$ cat config.mk
export PLATFORM = sky130hd
export DESIGN_NAME = ahb_rect_fill_ctrl
export DESIGN_NICKNAME = d
export VERILOG_FILES = /design/src/rtl/ahb_rect_fill_ctrl.sv
export SDC_FILE = /design/constraint.sdc
export NUM_CORES = 1
export LEC_CHECK = 0
export ABC_AREA = 1
export BUFFER_PORTS_ARGS = -buffer_cell sky130_fd_sc_hd__buf_4
export CAP_MARGIN = 20
export CORE_ASPECT_RATIO = 1.5
export CORE_MARGIN = 2
export CORE_UTILIZATION = 50
export DETAILED_ROUTE_END_ITERATION = 12
export PLACE_DENSITY = 0.7
export SETUP_SLACK_MARGIN = 0.02
export SYNTH_ARGS = -nofsm -noshare
export SYNTH_HDL_FRONTEND = slang
export SYNTH_SLANG_ARGS = --single-unit
$ cat constraint.sdc
create_clock -name HCLK -period 3.68 [get_ports HCLK]
set_input_delay 1.104 -clock HCLK [delete_from_list [all_inputs] [get_ports HCLK]]
set_output_delay 1.104 -clock HCLK [all_outputs]
set_load 0.01 [all_outputs]
$ cat src/rtl/ahb_rect_fill_ctrl.sv
// rtl/ahb_rect_fill_ctrl.sv - AHB-Lite rectangle-fill sequencer driving a req/gnt pixel write port
module ahb_rect_fill_ctrl #(
  parameter int H_RES  = 640,
  parameter int V_RES  = 480,
  parameter int ADDR_W = 19
) (
  input  logic              HCLK,
  input  logic              HRESET,
  input  logic              HSEL,
  input  logic [31:0]       HADDR,
  input  logic [1:0]        HTRANS,
  input  logic              HWRITE,
  input  logic [2:0]        HSIZE,
  input  logic [31:0]       HWDATA,
  input  logic              HREADY,
  output logic [31:0]       HRDATA,
  output logic              HREADYOUT,
  output logic              pix_req,
  output logic [ADDR_W-1:0] pix_addr,
  output logic              pix_data,
  input  logic              pix_gnt,
  output logic              irq
);

  localparam int XW = 10;
  localparam int YW = 9;
  localparam logic [XW-1:0]     X_MAX  = XW'(H_RES - 1);
  localparam logic [YW-1:0]     Y_MAX  = YW'(V_RES - 1);
  localparam logic [ADDR_W-1:0] STRIDE = ADDR_W'(H_RES);

  typedef enum logic [1:0] {ST_IDLE, ST_SETUP, ST_FILL, ST_DONE} state_t;
  state_t state, state_nx;

  logic          dp_valid, dp_write;
  logic [2:0]    dp_addr;
  logic          irq_en, done, colour, colour_run;
  logic [XW-1:0] x0, x1, xa_q, xb_q, cur_x;
  logic [YW-1:0] y0, y1, yb_q, cur_y;
  logic [ADDR_W-1:0] row_base, count;

  logic unused_bits;
  assign unused_bits = ^{HSIZE, HADDR[31:5], HADDR[1:0], HWDATA[31:25], HWDATA[15:10]};

  // AHB address-phase capture; the data phase follows with zero wait states
  always_ff @(posedge HCLK) begin
    if (HRESET) begin
      dp_valid <= 1'b0;
      dp_write <= 1'b0;
      dp_addr  <= 3'd0;
    end else if (HREADY) begin
      dp_valid <= HSEL & HTRANS[1];
      dp_write <= HWRITE;
      dp_addr  <= HADDR[4:2];
    end
  end

  logic wr_en, wr_ctrl, wr_status, start_go, busy;
  assign wr_en     = dp_valid & dp_write;
  assign wr_ctrl   = wr_en && (dp_addr == 3'd0);
  assign wr_status = wr_en && (dp_addr == 3'd1);
  assign start_go  = wr_ctrl && HWDATA[0] && (state == ST_IDLE);
  assign busy      = (state != ST_IDLE);

  // Geometry normalisation evaluated during SETUP
  logic [XW-1:0]     xa_c, xmax_c, xb_c;
  logic [YW-1:0]     ya_c, ymax_c, yb_c;
  logic [ADDR_W-1:0] row_base_c;
  logic              empty_c;

  always_comb begin
    xa_c       = (x0 < x1) ? x0 : x1;
    xmax_c     = (x0 < x1) ? x1 : x0;
    ya_c       = (y0 < y1) ? y0 : y1;
    ymax_c     = (y0 < y1) ? y1 : y0;
    xb_c       = (xmax_c > X_MAX) ? X_MAX : xmax_c;
    yb_c       = (ymax_c > Y_MAX) ? Y_MAX : ymax_c;
    empty_c    = (xa_c > X_MAX) || (ya_c > Y_MAX);
    row_base_c = ADDR_W'(ya_c) * STRIDE;
  end

  logic row_end, last_px;
  assign row_end = !(cur_x < xb_q);
  assign last_px = row_end && !(cur_y < yb_q);

  always_comb begin
    state_nx = state;
    case (state)
      ST_IDLE:  if (start_go) state_nx = ST_SETUP;
      ST_SETUP: state_nx = empty_c ? ST_DONE : ST_FILL;
      ST_FILL:  if (pix_gnt && last_px) state_nx = ST_DONE;
      ST_DONE:  state_nx = ST_IDLE;
      default:  state_nx = ST_IDLE;
    endcase
  end

  always_ff @(posedge HCLK) begin
    if (HRESET) begin
      state      <= ST_IDLE;
      irq_en     <= 1'b0;
      done       <= 1'b0;
      colour     <= 1'b0;
      colour_run <= 1'b0;
      x0         <= '0;
      y0         <= '0;
      x1         <= '0;
      y1         <= '0;
      xa_q       <= '0;
      xb_q       <= '0;
      yb_q       <= '0;
      cur_x      <= '0;
      cur_y      <= '0;
      row_base   <= '0;
      count      <= '0;
    end else begin
      state <= state_nx;

      if (wr_ctrl) irq_en <= HWDATA[1];
      if (wr_en && dp_addr == 3'd2) begin
        x0 <= HWDATA[9:0];
        y0 <= HWDATA[24:16];
      end
      if (wr_en && dp_addr == 3'd3) begin
        x1 <= HWDATA[9:0];
        y1 <= HWDATA[24:16];
      end
      if (wr_en && dp_addr == 3'd4) colour <= HWDATA[0];

      // Completion set takes priority over a software clear in the same cycle
      if (state == ST_DONE)               done <= 1'b1;
      else if (start_go)                  done <= 1'b0;
      else if (wr_status && HWDATA[1])    done <= 1'b0;

      if (start_go) begin
        count      <= '0;
        colour_run <= colour;
      end else if (state == ST_FILL && pix_gnt) begin
        count <= count + 1'b1;
      end

      if (state == ST_SETUP) begin
        xa_q     <= xa_c;
        xb_q     <= xb_c;
        yb_q     <= yb_c;
        cur_x    <= xa_c;
        cur_y    <= ya_c;
        row_base <= row_base_c;
      end else if (state == ST_FILL && pix_gnt) begin
        if (!row_end) begin
          cur_x <= cur_x + 1'b1;
        end else if (cur_y < yb_q) begin
          cur_x    <= xa_q;
          cur_y    <= cur_y + 1'b1;
          row_base <= row_base + STRIDE;
        end
      end
    end
  end

  assign pix_req   = (state == ST_FILL);
  assign pix_addr  = pix_req ? (row_base + ADDR_W'(cur_x)) : '0;
  assign pix_data  = pix_req & colour_run;
  assign irq       = done & irq_en;
  assign HREADYOUT = 1'b1;

  always_comb begin
    HRDATA = 32'd0;
    if (dp_valid && !dp_write) begin
      case (dp_addr)
        3'd0: HRDATA[1] = irq_en;
        3'd1: HRDATA[1:0] = {done, busy};
        3'd2: begin
          HRDATA[9:0]   = x0;
          HRDATA[24:16] = y0;
        end
        3'd3: begin
          HRDATA[9:0]   = x1;
          HRDATA[24:16] = y1;
        end
        3'd4: HRDATA[0] = colour;
        3'd5: HRDATA[ADDR_W-1:0] = count;
        default: HRDATA = 32'd0;
      endcase
    end
  end

endmodule

### After elaboration in Yosys (flattened, before gate mapping)

Cells that the tools add are included.

| operators by class | value |
|---|---|
| reductions and logical operators | 29 |
| $lt $le $gt $ge | 8 |
| eq/ne operators | 11 |
| mux-type cells | 33 |
| bitwise operators | 5 |
| shifts and indexed selects | 0 |
| add/sub/neg operators | 5 |
| div/mod/pow operators | 0 |
| multipliers | 1 |

Operator list:

| operator | number |
|---|---|
| 19-bit 2-to-1 mux | 5 |
| 10-bit 2-to-1 mux | 7 |
| 9-bit 2-to-1 mux | 7 |
| 25-bit 2-to-1 mux | 1 |
| 8-bit case mux with 3 select lines | 1 |
| 10-bit greater-than comparator (second input constant) | 2 |
| 10-bit < comparator | 2 |
| 19-bit by 1-bit adder with 19-bit output (second input constant) | 1 |
| 19-bit by 10-bit adder with 19-bit output | 1 |
| 19-bit by 10-bit adder with 19-bit output (second input constant) | 1 |
| 9-bit greater-than comparator (second input constant) | 2 |
| 9-bit < comparator | 2 |
| 1-bit logical AND | 12 |
| 9-bit by 3-bit multiplier with 12-bit output (second input constant) | 1 |
| 6-bit case mux with 2 select lines | 1 |
| 10-bit by 1-bit adder with 10-bit output (second input constant) | 1 |
| 1-bit case mux with 5 select lines | 2 |
| 9-bit by 1-bit adder with 9-bit output (second input constant) | 1 |
| 3-bit case mux with 3 select lines | 1 |
| 2-bit case mux with 4 select lines | 1 |
| 3-bit by 2-bit equality test with 1-bit output (second input constant) | 2 |
| 3-bit equality test (second input constant) | 2 |
| 6-bit 2-to-1 mux | 1 |
| 3-bit AND reduction | 2 |
| other kinds (17) | 33 |

| storage, ports and cells | value |
|---|---|
| memories kept | 0 |
| latch bits | 0 |
| logic and storage cells | 112 |
| input bits | 75 |
| bits in writable memories | 0 |
| register bits | 135 |
| ROM bits | 0 |

### Longest topological paths before layout

Gate-level depths: netlist (run 1).

| depth | value |
|---|---|
| word-level depth | 6 |
| gate-level depth with buffers | 27 |

### Least setup slack after synthesis (run 1)

No wires, ideal clock.

| path | value |
|---|---|
| path type | register to register |
| start | reg y1[4] |
| end | reg row_base[18] |
| path slack | 535 ps |
| arrival | 3075 ps |
| cell stages (with the launch flop) | 26 |
| clock period less this slack | 3145 ps |
| path buffers | 1 |
| data required time | 3610 ps |
| cell sequence | dfxtp_1 -> inv_1 -> ha_1 -> nand2_1 -> inv_1 -> nand2_1 -> nand2_1 -> nand2_1 -> nand3_4 -> buf_6 -> o21a_2 -> ha_1 -> ha_1 -> inv_1 -> fa_1 -> inv_1 -> nand3_1 -> nand2_1 -> nand2_1 -> nand2_1 -> a21oi_1 -> nor2_1 -> o21ai_0 -> nand3_1 -> nand2_1 -> a21oi_1 |

| between the ends | value |
|---|---|
| longest elaborated chain between the ends | 4 |

RTL lines:

| item | line | RTL |
|---|---|---|
| start: declaration | 38 | `logic [YW-1:0] y0, y1, yb_q, cur_y;` |
| start signal: assignment | 124 | `y1 <= HWDATA[24:16];` |
| 9-bit < comparator | 73 | `ya_c = (y0 < y1) ? y0 : y1;` |
| 9-bit 2-to-1 mux * | 73 |  |
| 9-bit by 3-bit multiplier with 12-bit output * | 78 | `row_base_c = ADDR_W'(ya_c) * STRIDE;` |
| 19-bit 2-to-1 mux * | 140 | `if (state == ST_SETUP) begin` |
| end signal: assignment | 146 | `row_base <= row_base_c;` |
| end signal: assignment | 153 | `row_base <= row_base + STRIDE;` |
| end: declaration | 39 | `logic [ADDR_W-1:0] row_base, count;` |

Mark *: on every way between the ends. The rest lies on a longest branch, timed or not.
A chain may end at the register's enable or synchronous reset.

### Worst setup path in the final report (run 1)

| path | value |
|---|---|
| start | reg cur_x[7] |
| end | out pix_addr[17] |

| between the ends | value |
|---|---|
| longest elaborated chain between the ends | 2 |

RTL lines:

| item | line | RTL |
|---|---|---|
| start: declaration | 37 | `logic [XW-1:0] x0, x1, xa_q, xb_q, cur_x;` |
| start signal: assignment | 149 | `cur_x <= cur_x + 1'b1;` |
| start signal: assignment | 151 | `cur_x <= xa_q;` |
| 19-bit by 10-bit adder with 19-bit output | 160 | `assign pix_addr = pix_req ? (row_base + ADDR_W'(cur_x)) : '0;` |
| 19-bit 2-to-1 mux | 160 |  |
| end: declaration | 19 | `output logic [ADDR_W-1:0] pix_addr,` |

Every way passes these cells.

==> flow_summary.json, run 1 <==
{
  "outcome": "finished clean",
  "hold_end": "count[18]",
  "ant_nets": 0,
  "ir_worst_vdd_mv": 0.372,
  "path_delay_family": "adder cells",
  "reg2reg_depth": 23,
  "max_stage_delay_ns": 0.41,
  "synthCells": 1195,
  "clkLatencyLatePin_ns": 0.42,
  "clk_pin_slew_worst_paths_ns": 0.06,
  "internal-power_mw": 3.11,
  "timing.rr.start": "y1[8]",
  "setup_violations": 0,
  "placed_cell_area_mm2": 0.00880,
  "clock-root-buffer": "clkbuf_16",
  "worst-slew-pin-transition_ns": 0.617,
  "cts_buffer_depth": 2,
  "cp-start-kind": "register",
  "rows": 57,
  "fmax_ghz": 0.292,
  "timing.final.crit_period_ns": 3.43,
  "yosysSeqAreaShare": 0.313,
  "num_vias": 7883,
  "ys_seq_elements": 128,
  "grt_pass1_wl_um": 33700,
  "worst_ep_arrival_time_ns": 2.32,
  "power_frac_seq": 0.352,
  "synth_top_cell_by_area": "dfxtp_1",
  "netSwitchingPower_mw": 1.75,
  "power_density_mw_per_mm2": 511,
  "hold_class": "register to register",
  "grt_max_degree": 49,
  "grt_pass1_vias": 7339,
  "nets": 1388,
  "diodes": 0,
  "timing.rr.end": "row_base[16]",
  "syn_to_final_growth_pct": 15.8,
  "crit_required_ns": 2.58,
  "design_area_mm2": 0.00950,
  "critPathSlowestCell": "fa_1",
  "drc_errors": 0,
  "start_util": 0.509,
  "crit_type": "register to output port",
  "p_sw_frac": 0.360,
  "drv_cap": 0,
  "antenna_found_initial": 0,
  "endpoint_kind": "output port",
  "slew_violations": 0,
  "cts_buffers": 17,
  "gp_congestion": 0.854,
  "synth_edf_count": 0,
  "drt-pass1-iter-count": 4,
  "clock_sinks": 128,
  "cts_max_level": 4,
  "vias_per_cell": 5.36,
  "pwr-share-clk": 0.349,
  "syn-cell-area_mm2": 0.00820,
  "yosysMostFrequentCell": "nand2_1",
  "holdPathStages": 2,
  "die_area_mm2": 0.0175,
  "ioPinCount": 130,
  "reg2reg_slack_ns": 0.26,
  "p_leak_nw": 4.06,
  "die_h_um": 161,
  "worstPathCellList": "ha_1 -> fa_1 -> a21oi_1 -> nor2_2 -> nand2_1 -> nor2_1 -> inv_1 -> nor2_1 -> o21ai_0 -> a21oi_1 -> buf_4",
  "drive_gt1_frac": 0.137,
  "synth_area_leaders": "dfxtp_1, a21oi_1, nand2_1",
  "die_w_um": 109,
  "drt_iter0_markers": 399,
  "fin_crit_sh": 0.931,
  "drt-total-wl_um": 20700,
  "synth_top_area_share": 0.313,
  "combPwrFrac": 0.299,
  "synth_commonest_cells": "nand2_1, a21oi_1, inv_1",
  "path_buf_inv": 2,
  "async_flop_share": 0,
  "skew_ns": 0.0121,
  "overflow": 0,
  "yosys.cell_types.count": 53,
  "hold_buffers": 0,
  "rsz0062_at_grt": "true",
  "max-slew-margin-rel": 0.588,
  "cts_tree": "built",
  "route.detailed.wl_per_inst_um": 14.1,
  "core_mm2": 0.0161,
  "track_usage": 0.240,
  "fillers": 1557,
  "synth_flop_cell": "dfxtp_1",
  "hpwl_um": 15100,
  "critPathMaxFanout": 6,
  "setup_tns_ns": 0,
  "finalHoldViolCount": 0,
  "portBuffers": 75,
  "synth_warnings": 0,
  "hp-start": "count[18]",
  "synth.avg_cell_area_um2": 6.86
}
## logic make-up (layout without fill, tap and decap cells)
logic type / count (synthesis) / in the layout / synth area share
adder cells (fa/ha/maj): 60 / 60 / 0.0934
flip-flops: 128 / 128 / 0.313
other: 2 / 8 / 0.000916
AO/OA/AOI/OAI: 359 / 359 / 0.238
XOR/XNOR: 17 / 17 / 0.0182
buffers and inverters: 225 / 288 / 0.116
AND/OR/NAND/NOR: 404 / 406 / 0.221
## cell usage in the layout, fill, tap and decap left out, drive strengths merged, types with 11 or more instances in the layout
master and n:
a31oi 15, clkbuf 22, nand4 11, a21oi 163, o21ai 141, buf 90
ha 58, o22ai 12, inv 164, xor2 13, dfxtp 128, nand3 49
nor2 100, nand2 216, nor3 21
## how the worst max path moves through the flow
| stage | startpoint | to | slack, ns | cells after the start |
|---|---|---|---|---|
| 2_1_floorplan | y1[4] | row_base[18] | 0.54 | 25 |
| 3_3_place_gp | y1[4] | row_base[18] | 0.24 | 22 |
| 3_5_place_dp | y1[4] | row_base[18] | 0.19 | 22 |
| 4_1_cts | y1[2] | row_base[18] | 0.17 | 22 |
| 5_1_grt | y1[8] | row_base[16] | 0.00009 | 24 |
| 6_report | cur_x[7] | pix_addr[17] | 0.25 | 11 |
## routing by layer
layer  up-vias  global-route usage  share of wire
li1       4090                   -              -
met1      3578               0.291           0.43
met2       190               0.425           0.50
met3        25              0.0349          0.045
met4         0              0.0851          0.017
met5         -                   0              0
## power by group through the flow
stage                     Clock (mW)  Combinational [mW]  Sequential [mW]
final                           1.69                1.45             1.71
after global routing            1.77                1.68             1.74
after CTS                       1.71                1.45             1.71
after detailed placement           0                1.44             1.74
after global placement             0                1.42             1.73
after floorplan                    0                1.15             1.69
## tightest hold or removal path, delay by kind of cell, from the launching register on
| family | cells | cell delay, ns |
|---|---|---|
| flops | 1 | 0.30 |
| simple gates | 1 | 0.06 |
| compound gates | 1 | 0.05 |
## flip-flops by register name, indices dropped and copies added (netlist names)
name and count:
colour 1, colour_run 1, count 19, cur_x 10
cur_y 9, done 1, dp_addr 3, dp_valid 1
dp_write 1, irq_en 1, row_base 12, state 2
x0 10, x1 10, xa_q 10, xb_q 10
y0 9, y1 9, yb_q 9
## timing repair
item | 4_1_cts | 5_1_grt
setup endpoints to repair | 0 | 4
hold endpoints to repair | 0 | 0
resized for setup | 0 | 11
buffers inserted | 0 | 2
## final cells by class
type	instances	area, um^2	share of cell area
multi-input cells	850	4760	0.501
flip-flops and latches	128	2570	0.270
repair buffers	90	694	0.0731
inverters	166	623	0.0656
clock buffers	22	484	0.0510
well taps	206	258	0.0271
clock inverters	10	109	0.0115
## stage by stage
step           hold WS (ns)  setup WS, ns  utilization  std cells  total power, mW
4_1_cts               0.459         0.167        0.583       1466             4.87
6_report              0.456         0.252        0.589       1472             4.85
5_1_grt               0.469     0.0000853        0.589       1472             5.19
3_5_place_dp          0.450         0.193        0.546       1434             3.18
3_3_place_gp          0.449         0.236        0.546       1434             3.15
2_1_floorplan         0.439         0.535            -       1201             2.84
Power figures use the tool's default switching activity.
==> inputs of run 2 (changes only) <==
Settings changed: ABC_AREA 1 to default.
==> flow_summary.json, run 2 <==
{
  "ir_worst_vdd_mv": 0.372,
  "grt_pass1_vias": 7025,
  "die_w_um": 107,
  "synthCells": 1009,
  "diodes": 0,
  "outcome": "finished clean",
  "hold_class": "register to register",
  "drive_gt1_frac": 0.189,
  "design_area_mm2": 0.00987,
  "hold_buffers": 0,
  "async_flop_share": 0,
  "largest_reg_flops": 19,
  "slew_violations": 0,
  "setup_violations": 0,
  "start_util": 0.511,
  "overflow": 0,
  "cts_buffer_depth": 2,
  "hp-start": "xa_q[8]",
  "clk_pin_slew_worst_paths_ns": 0.06,
  "synth_area_leaders": "dfxtp_1, ha_1, nand2_1",
  "finalWorstSetupSlack_ns": 0.0515,
  "yosysMostFrequentCell": "nand2_1",
  "clkLatencyLatePin_ns": 0.43,
  "timing.final.crit_period_ns": 3.63,
  "nets": 1241,
  "synth_warnings": 0,
  "yosysSeqAreaShare": 0.320,
  "grt_pass1_wl_um": 34100,
  "fmax_ghz": 0.276,
  "vias_per_cell": 5.57,
  "synth_top_area_share": 0.320,
  "syn_to_final_growth_pct": 23.1,
  "holdPathStages": 1,
  "critPathMaxFanout": 6,
  "synth_top_cell_by_area": "dfxtp_1",
  "synth_flop_cell": "dfxtp_1",
  "track_usage": 0.247,
  "cts_max_level": 4,
  "clock_sinks": 128,
  "clock-root-buffer": "clkbuf_16",
  "ys_seq_elements": 128,
  "drv_cap": 0,
  "place_ws_ns": -0.0880,
  "timing.rr.start": "y1[4]",
  "timing.rr.end": "row_base[16]",
  "crit_type": "register to register",
  "core_mm2": 0.0157,
  "die_h_um": 159,
  "ant_nets": 0,
  "cts_buffers": 17,
  "die_area_mm2": 0.0171,
  "drt-pass1-iter-count": 5,
  "top_regs": "count: 19 flops, row_base: 12 flops",
  "drt_iter0_markers": 382,
  "finalHoldViolCount": 0,
  "crit_required_ns": 4.00,
  "gp_congestion": 0.865,
  "route.detailed.wl_per_inst_um": 16.0,
  "endpoint_kind": "register",
  "rsz0062_at_grt": "true",
  "layout_common_cells": "nand2_1, buf_4, dfxtp_1, nor2_1, a21oi_1",
  "cp-start-kind": "register",
  "worst_ep_arrival_time_ns": 3.95,
  "antenna_found_initial": 0,
  "synth_edf_count": 0,
  "hold_end": "xa_q[8]",
  "hpwl_um": 15200,
  "num_vias": 7365,
  "rows": 56,
  "max-slew-margin-rel": 0.459,
  "portBuffers": 75,
  "drt-total-wl_um": 21200,
  "drc_errors": 0,
  "synth.avg_cell_area_um2": 7.94,
  "cts_tree": "built",
  "reg2reg_slack_ns": 0.05,
  "ioPinCount": 130,
  "hold_slack_ns": 0.459,
  "power_density_mw_per_mm2": 352,
  "p_leak_nw": 3.97,
  "worst-slew-pin-transition_ns": 0.812,
  "syn-cell-area_mm2": 0.00801,
  "synth_commonest_cells": "nand2_1, dfxtp_1, nor2_1",
  "fin_crit_sh": 0.986,
  "placed_cell_area_mm2": 0.00898,
  "yosys.cell_types.count": 60,
  "top_register": "count",
  "grt_max_degree": 63,
  "reg2reg_depth": 20,
  "skew_ns": 0.0115,
  "final_common_cell": "nand2_1"
}
run 2: kinds of logic (layout without fill, tap and decap cells):
kind of cell	count (synthesis)	in the layout	synth area share
DFF	128	128	0.320
other	2	8	0.000937
adders and majority gates	60	60	0.0956
buffers and inverters	112	216	0.0601
xor gates and xnor gates	52	52	0.0568
AOI/OAI and AO/OA	249	249	0.210
and+or+nand+nor	368	368	0.207
muxes	38	38	0.0498
run 2: metal layers:
metal  up-vias  GRT usage  wire [um]
met3        38     0.0405        971
met4         0     0.0775        517
met2       174      0.450      10800
li1       3726          -          -
met5         -          0          0
met1      3427      0.292       8890
run 2: per-stage QoR:
step | std cells | utilization | setup TNS (ns) | power (mW)
3_3_place_gp | 1288 | 0.572 | -0.0802 | 1.58
2_1_floorplan | 1015 | - | 0 | 1.52
3_5_place_dp | 1288 | 0.572 | -0.0894 | 1.58
4_1_cts | 1320 | 0.617 | 0 | 3.48
5_1_grt | 1322 | 0.629 | -0.351 | 3.56
6_report | 1322 | 0.629 | 0 | 3.47
run 2: area by class of cell:
class / instances / area (um^2)
fillers: 1382 / 5830
multi-input cells: 775 / 5190
flip-flops and latches: 128 / 2570
repair buffers: 131 / 991
clock buffers: 20 / 467
well taps: 203 / 254
clock inverters: 12 / 205
inverters: 53 / 199
run 2: repair_timing:
| item | 4_1_cts | 5_1_grt |
|---|---|---|
| resized for setup | 7 | 32 |
| cloned | 0 | 0 |
| pin swaps | 3 | 13 |
| setup buffers | 0 | 2 |
| endpoints found under the setup margin | 3 | 5 |
run 2: how the worst max path moves through the flow:
stage	start	to	slack (ns)	cells after the start
floorplan	y1[8]	row_base[16]	0.13	19
detailed placement	y1[6]	row_base[16]	-0.09	17
global route	y1[4]	row_base[16]	-0.15	20
CTS	y1[4]	row_base[17]	0.02	18
finish	y1[4]	row_base[16]	0.05	20
global placement	y1[6]	row_base[16]	-0.07	17
run 2: worst max-delay path: stages, from the launching register on:
cell	delay (ns)
dfxtp_2	0.32
inv_1	0.10
ha_4	0.22
a211oi_2	0.24
o21ai_1	0.10
o22a_2	0.28
buf_4	0.17
buf_4	0.15
mux2i_2	0.16
inv_1	0.07
ha_1	0.14
ha_2	0.18
inv_1	0.05
fa_2	0.34
nor2b_1	0.14
o21ai_1	0.09
a21boi_1	0.19
o21a_1	0.22
nor2_4	0.05
xnor2_2	0.15
a22o_1	0.18
run 2: power by group:
group	switching (mW)	internal, mW
Combinational	0.0908	0.0576
Clock	0.660	1.26
Sequential	0.0108	1.39
==> inputs of run 3 (changes only) <==
--- a/config.mk
+++ b/config.mk
@@ -11,7 +11,8 @@
 export CORE_MARGIN = 2
 export CORE_UTILIZATION = 50
+export CTS_BUF_LIST = sky130_fd_sc_hd__clkbuf_16
 export DETAILED_ROUTE_END_ITERATION = 12
 export PLACE_DENSITY = 0.7
-export SETUP_SLACK_MARGIN = 0.02
+export SETUP_SLACK_MARGIN = 0.5
 export SYNTH_ARGS = -nofsm -noshare
 export SYNTH_HDL_FRONTEND = slang
==> constraint.sdc (replaced) <==
create_clock -name HCLK -period 3.68 [get_ports HCLK]
set_input_delay 0.184 -clock HCLK [delete_from_list [all_inputs] [get_ports HCLK]]
set_output_delay 0.184 -clock HCLK [all_outputs]
set_load 0.01 [all_outputs]
==> flow_summary.json, run 3 (synthesis results as in run 2) <==
{
  "top_usage_layer": "met2",
  "die_w_um": 107,
  "hold_end": "dp_write",
  "cts_buffers": 17,
  "hpwl_um": 15400,
  "worst_ep_arrival_time_ns": 3.89,
  "grtUsageMet3": 0.0332,
  "largest_reg_flops": 19,
  "fillers": 1387,
  "outcome": "finished clean",
  "drt-pass1-iter-count": 5,
  "timing.rr.start": "y0[1]",
  "drv_cap": 0,
  "num_vias": 7429,
  "antenna_found_initial": 0,
  "internal-power_mw": 2.51,
  "hold_slack_ns": 0.00527,
  "drive_gt1_frac": 0.193,
  "nets": 1230,
  "rsz0062_at_grt": "true",
  "holdPathStages": 3,
  "drt-total-wl_um": 21600,
  "cts_max_level": 4,
  "crit_type": "register to register",
  "grt_use_met1": 0.311,
  "max-slew-margin-rel": 0.441,
  "crit_top_cell": "ha_4",
  "cp-start-kind": "register",
  "track_usage": 0.259,
  "power_density_mw_per_mm2": 330,
  "fin_crit_sh": 0.971,
  "timing.rr.end": "row_base[16]",
  "pwr-share-clk": 0.524,
  "cts_buffer_depth": 2,
  "diodes": 0,
  "finalHoldViolCount": 0,
  "start_util": 0.511,
  "die_h_um": 159,
  "skew_ns": 0.00807,
  "critPathMaxFanout": 6,
  "top_register": "count",
  "clk_pin_slew_worst_paths_ns": 0.06,
  "reg2reg_slack_ns": 0.11,
  "grt_max_degree": 66,
  "drc_errors": 0,
  "endpoint_kind": "register",
  "top_regs": "count: 19 flops, row_base: 12 flops",
  "portBuffers": 75,
  "grt_pass1_vias": 7236,
  "critPathSlowestCell": "fa_2",
  "p_sw_frac": 0.230,
  "cts_tree": "built",
  "slew_violations": 0,
  "drt_iter0_markers": 477,
  "power_frac_seq": 0.431,
  "setup_violations": 0,
  "hold_class": "input port to register",
  "layout_common_cells": "nand2_1, dfxtp_1, buf_4, nor2_1, a21oi_1",
  "overflow": 0,
  "use_met2": 0.459,
  "hp-start": "HWRITE",
  "netSwitchingPower_uw": 748,
  "final_common_cell": "nand2_1",
  "reg2reg_depth": 17,
  "die_area_mm2": 0.0171,
  "ir_worst_vdd_mv": 0.291,
  "design_area_mm2": 0.00985,
  "worstPathCellList": "ha_4 -> a211oi_4 -> nor3_2 -> o22a_2 -> buf_12 -> mux2_4 -> ha_4 -> ha_4 -> inv_2 -> fa_2 -> nor2b_1 -> o21ai_1 -> a21boi_1 -> o21a_1 -> nor2_2 -> xnor2_2 -> a22o_1",
  "crit_required_ns": 3.99,
  "placed_cell_area_mm2": 0.00890,
  "grt_pass1_wl_um": 35700,
  "ant_nets": 0,
  "worst-slew-pin-transition_ns": 0.836,
  "route.detailed.wl_per_inst_um": 16.5,
  "max_stage_delay_ns": 0.39,
  "p_leak_nw": 3.87,
  "cp-startpoint": "y0[1]",
  "clkLatencyLatePin_ns": 0.42,
  "timing.final.crit_period_ns": 3.57,
  "core_mm2": 0.0157,
  "syn_to_final_growth_pct": 22.9,
  "ioPinCount": 130,
  "vias_per_cell": 5.68,
  "place_inst": 1260,
  "gp_congestion": 0.859,
  "clock_sinks": 128,
  "rows": 56,
  "fmax_ghz": 0.280,
  "clock-root-buffer": "clkbuf_16",
  "layout.cells.non_filler": 1309,
  "combPwrFrac": 0.045
}
## run 3: changes by cell type in the layout (fill, tap and decap cells not counted), moves of 5 or more
cell / delta
buf_4: -15
dfxtp_1: -9
dfxtp_2: +7
ha_4: +5
inv_1: -5
## run 3: worst max-delay path by stage
stage,end,slack [ns]
2_1_floorplan,row_base[16],0.41
3_3_place_gp,row_base[16],0.08
3_5_place_dp,row_base[16],0.02
4_1_cts,row_base[16],0.23
5_1_grt,row_base[16],-0.007
6_report,row_base[16],0.11
## run 3: worst max-delay path, delay by kind of cell (launching register included)
kind	cells	cell delay, ns
muxes	1	0.33
buffers and inverters	2	0.19
xor gates and xnor gates	1	0.14
adders and majority gates	4	1.02
DFF	1	0.38
AOI/OAI and AO/OA	6	1.17
and+or+nand+nor	3	0.25
## run 3: metal layers
layer | vias up | part of all wire
met5 | - | 0
met4 | 0 | 0.028
met3 | 44 | 0.040
met2 | 200 | 0.51
met1 | 3485 | 0.42
li1 | 3700 | -
## run 3: area by class of cell
type	count	area (um^2)	share of cell area
Timing Repair Buffer	120	967	0.0982
Inverter	53	201	0.0205
Multi-Input combinational cell	775	5250	0.533
Clock inverter	13	166	0.0169
Sequential cell	128	2580	0.262
Tap cell	203	254	0.0258
Clock buffer	17	425	0.0432
## run 3: power by group through the flow
stage          Sequential [mW]  Clock [mW]  Combinational [mW]
5_1_grt                   1.40        1.78               0.162
4_1_cts                   1.40        1.72               0.146
3_5_place_dp              1.43           0               0.141
3_3_place_gp              1.43           0               0.140
6_report                  1.40        1.70               0.148
2_1_floorplan             1.43           0              0.0962
## run 3: repair_timing
action / CTS / global route
gates resized for setup: 17 / 20
pin swaps: 18 / 22
buffers inserted: 12 / 3
endpoints found under the hold margin: 2 / 0
hold buffers: 2 / 0
setup endpoints to repair: 5 / 6
cloned: 2 / 0
## run 3: metrics by stage
stage          power, mW  setup WS [ns]  utilization  TNS [ns]
6_report            3.25          0.108        0.628         0
3_5_place_dp        1.57         0.0239        0.567         0
5_1_grt             3.35       -0.00689        0.628   -0.0135
3_3_place_gp        1.57         0.0825        0.567         0
4_1_cts             3.26          0.231        0.621         0
2_1_floorplan       1.52          0.406            -         0
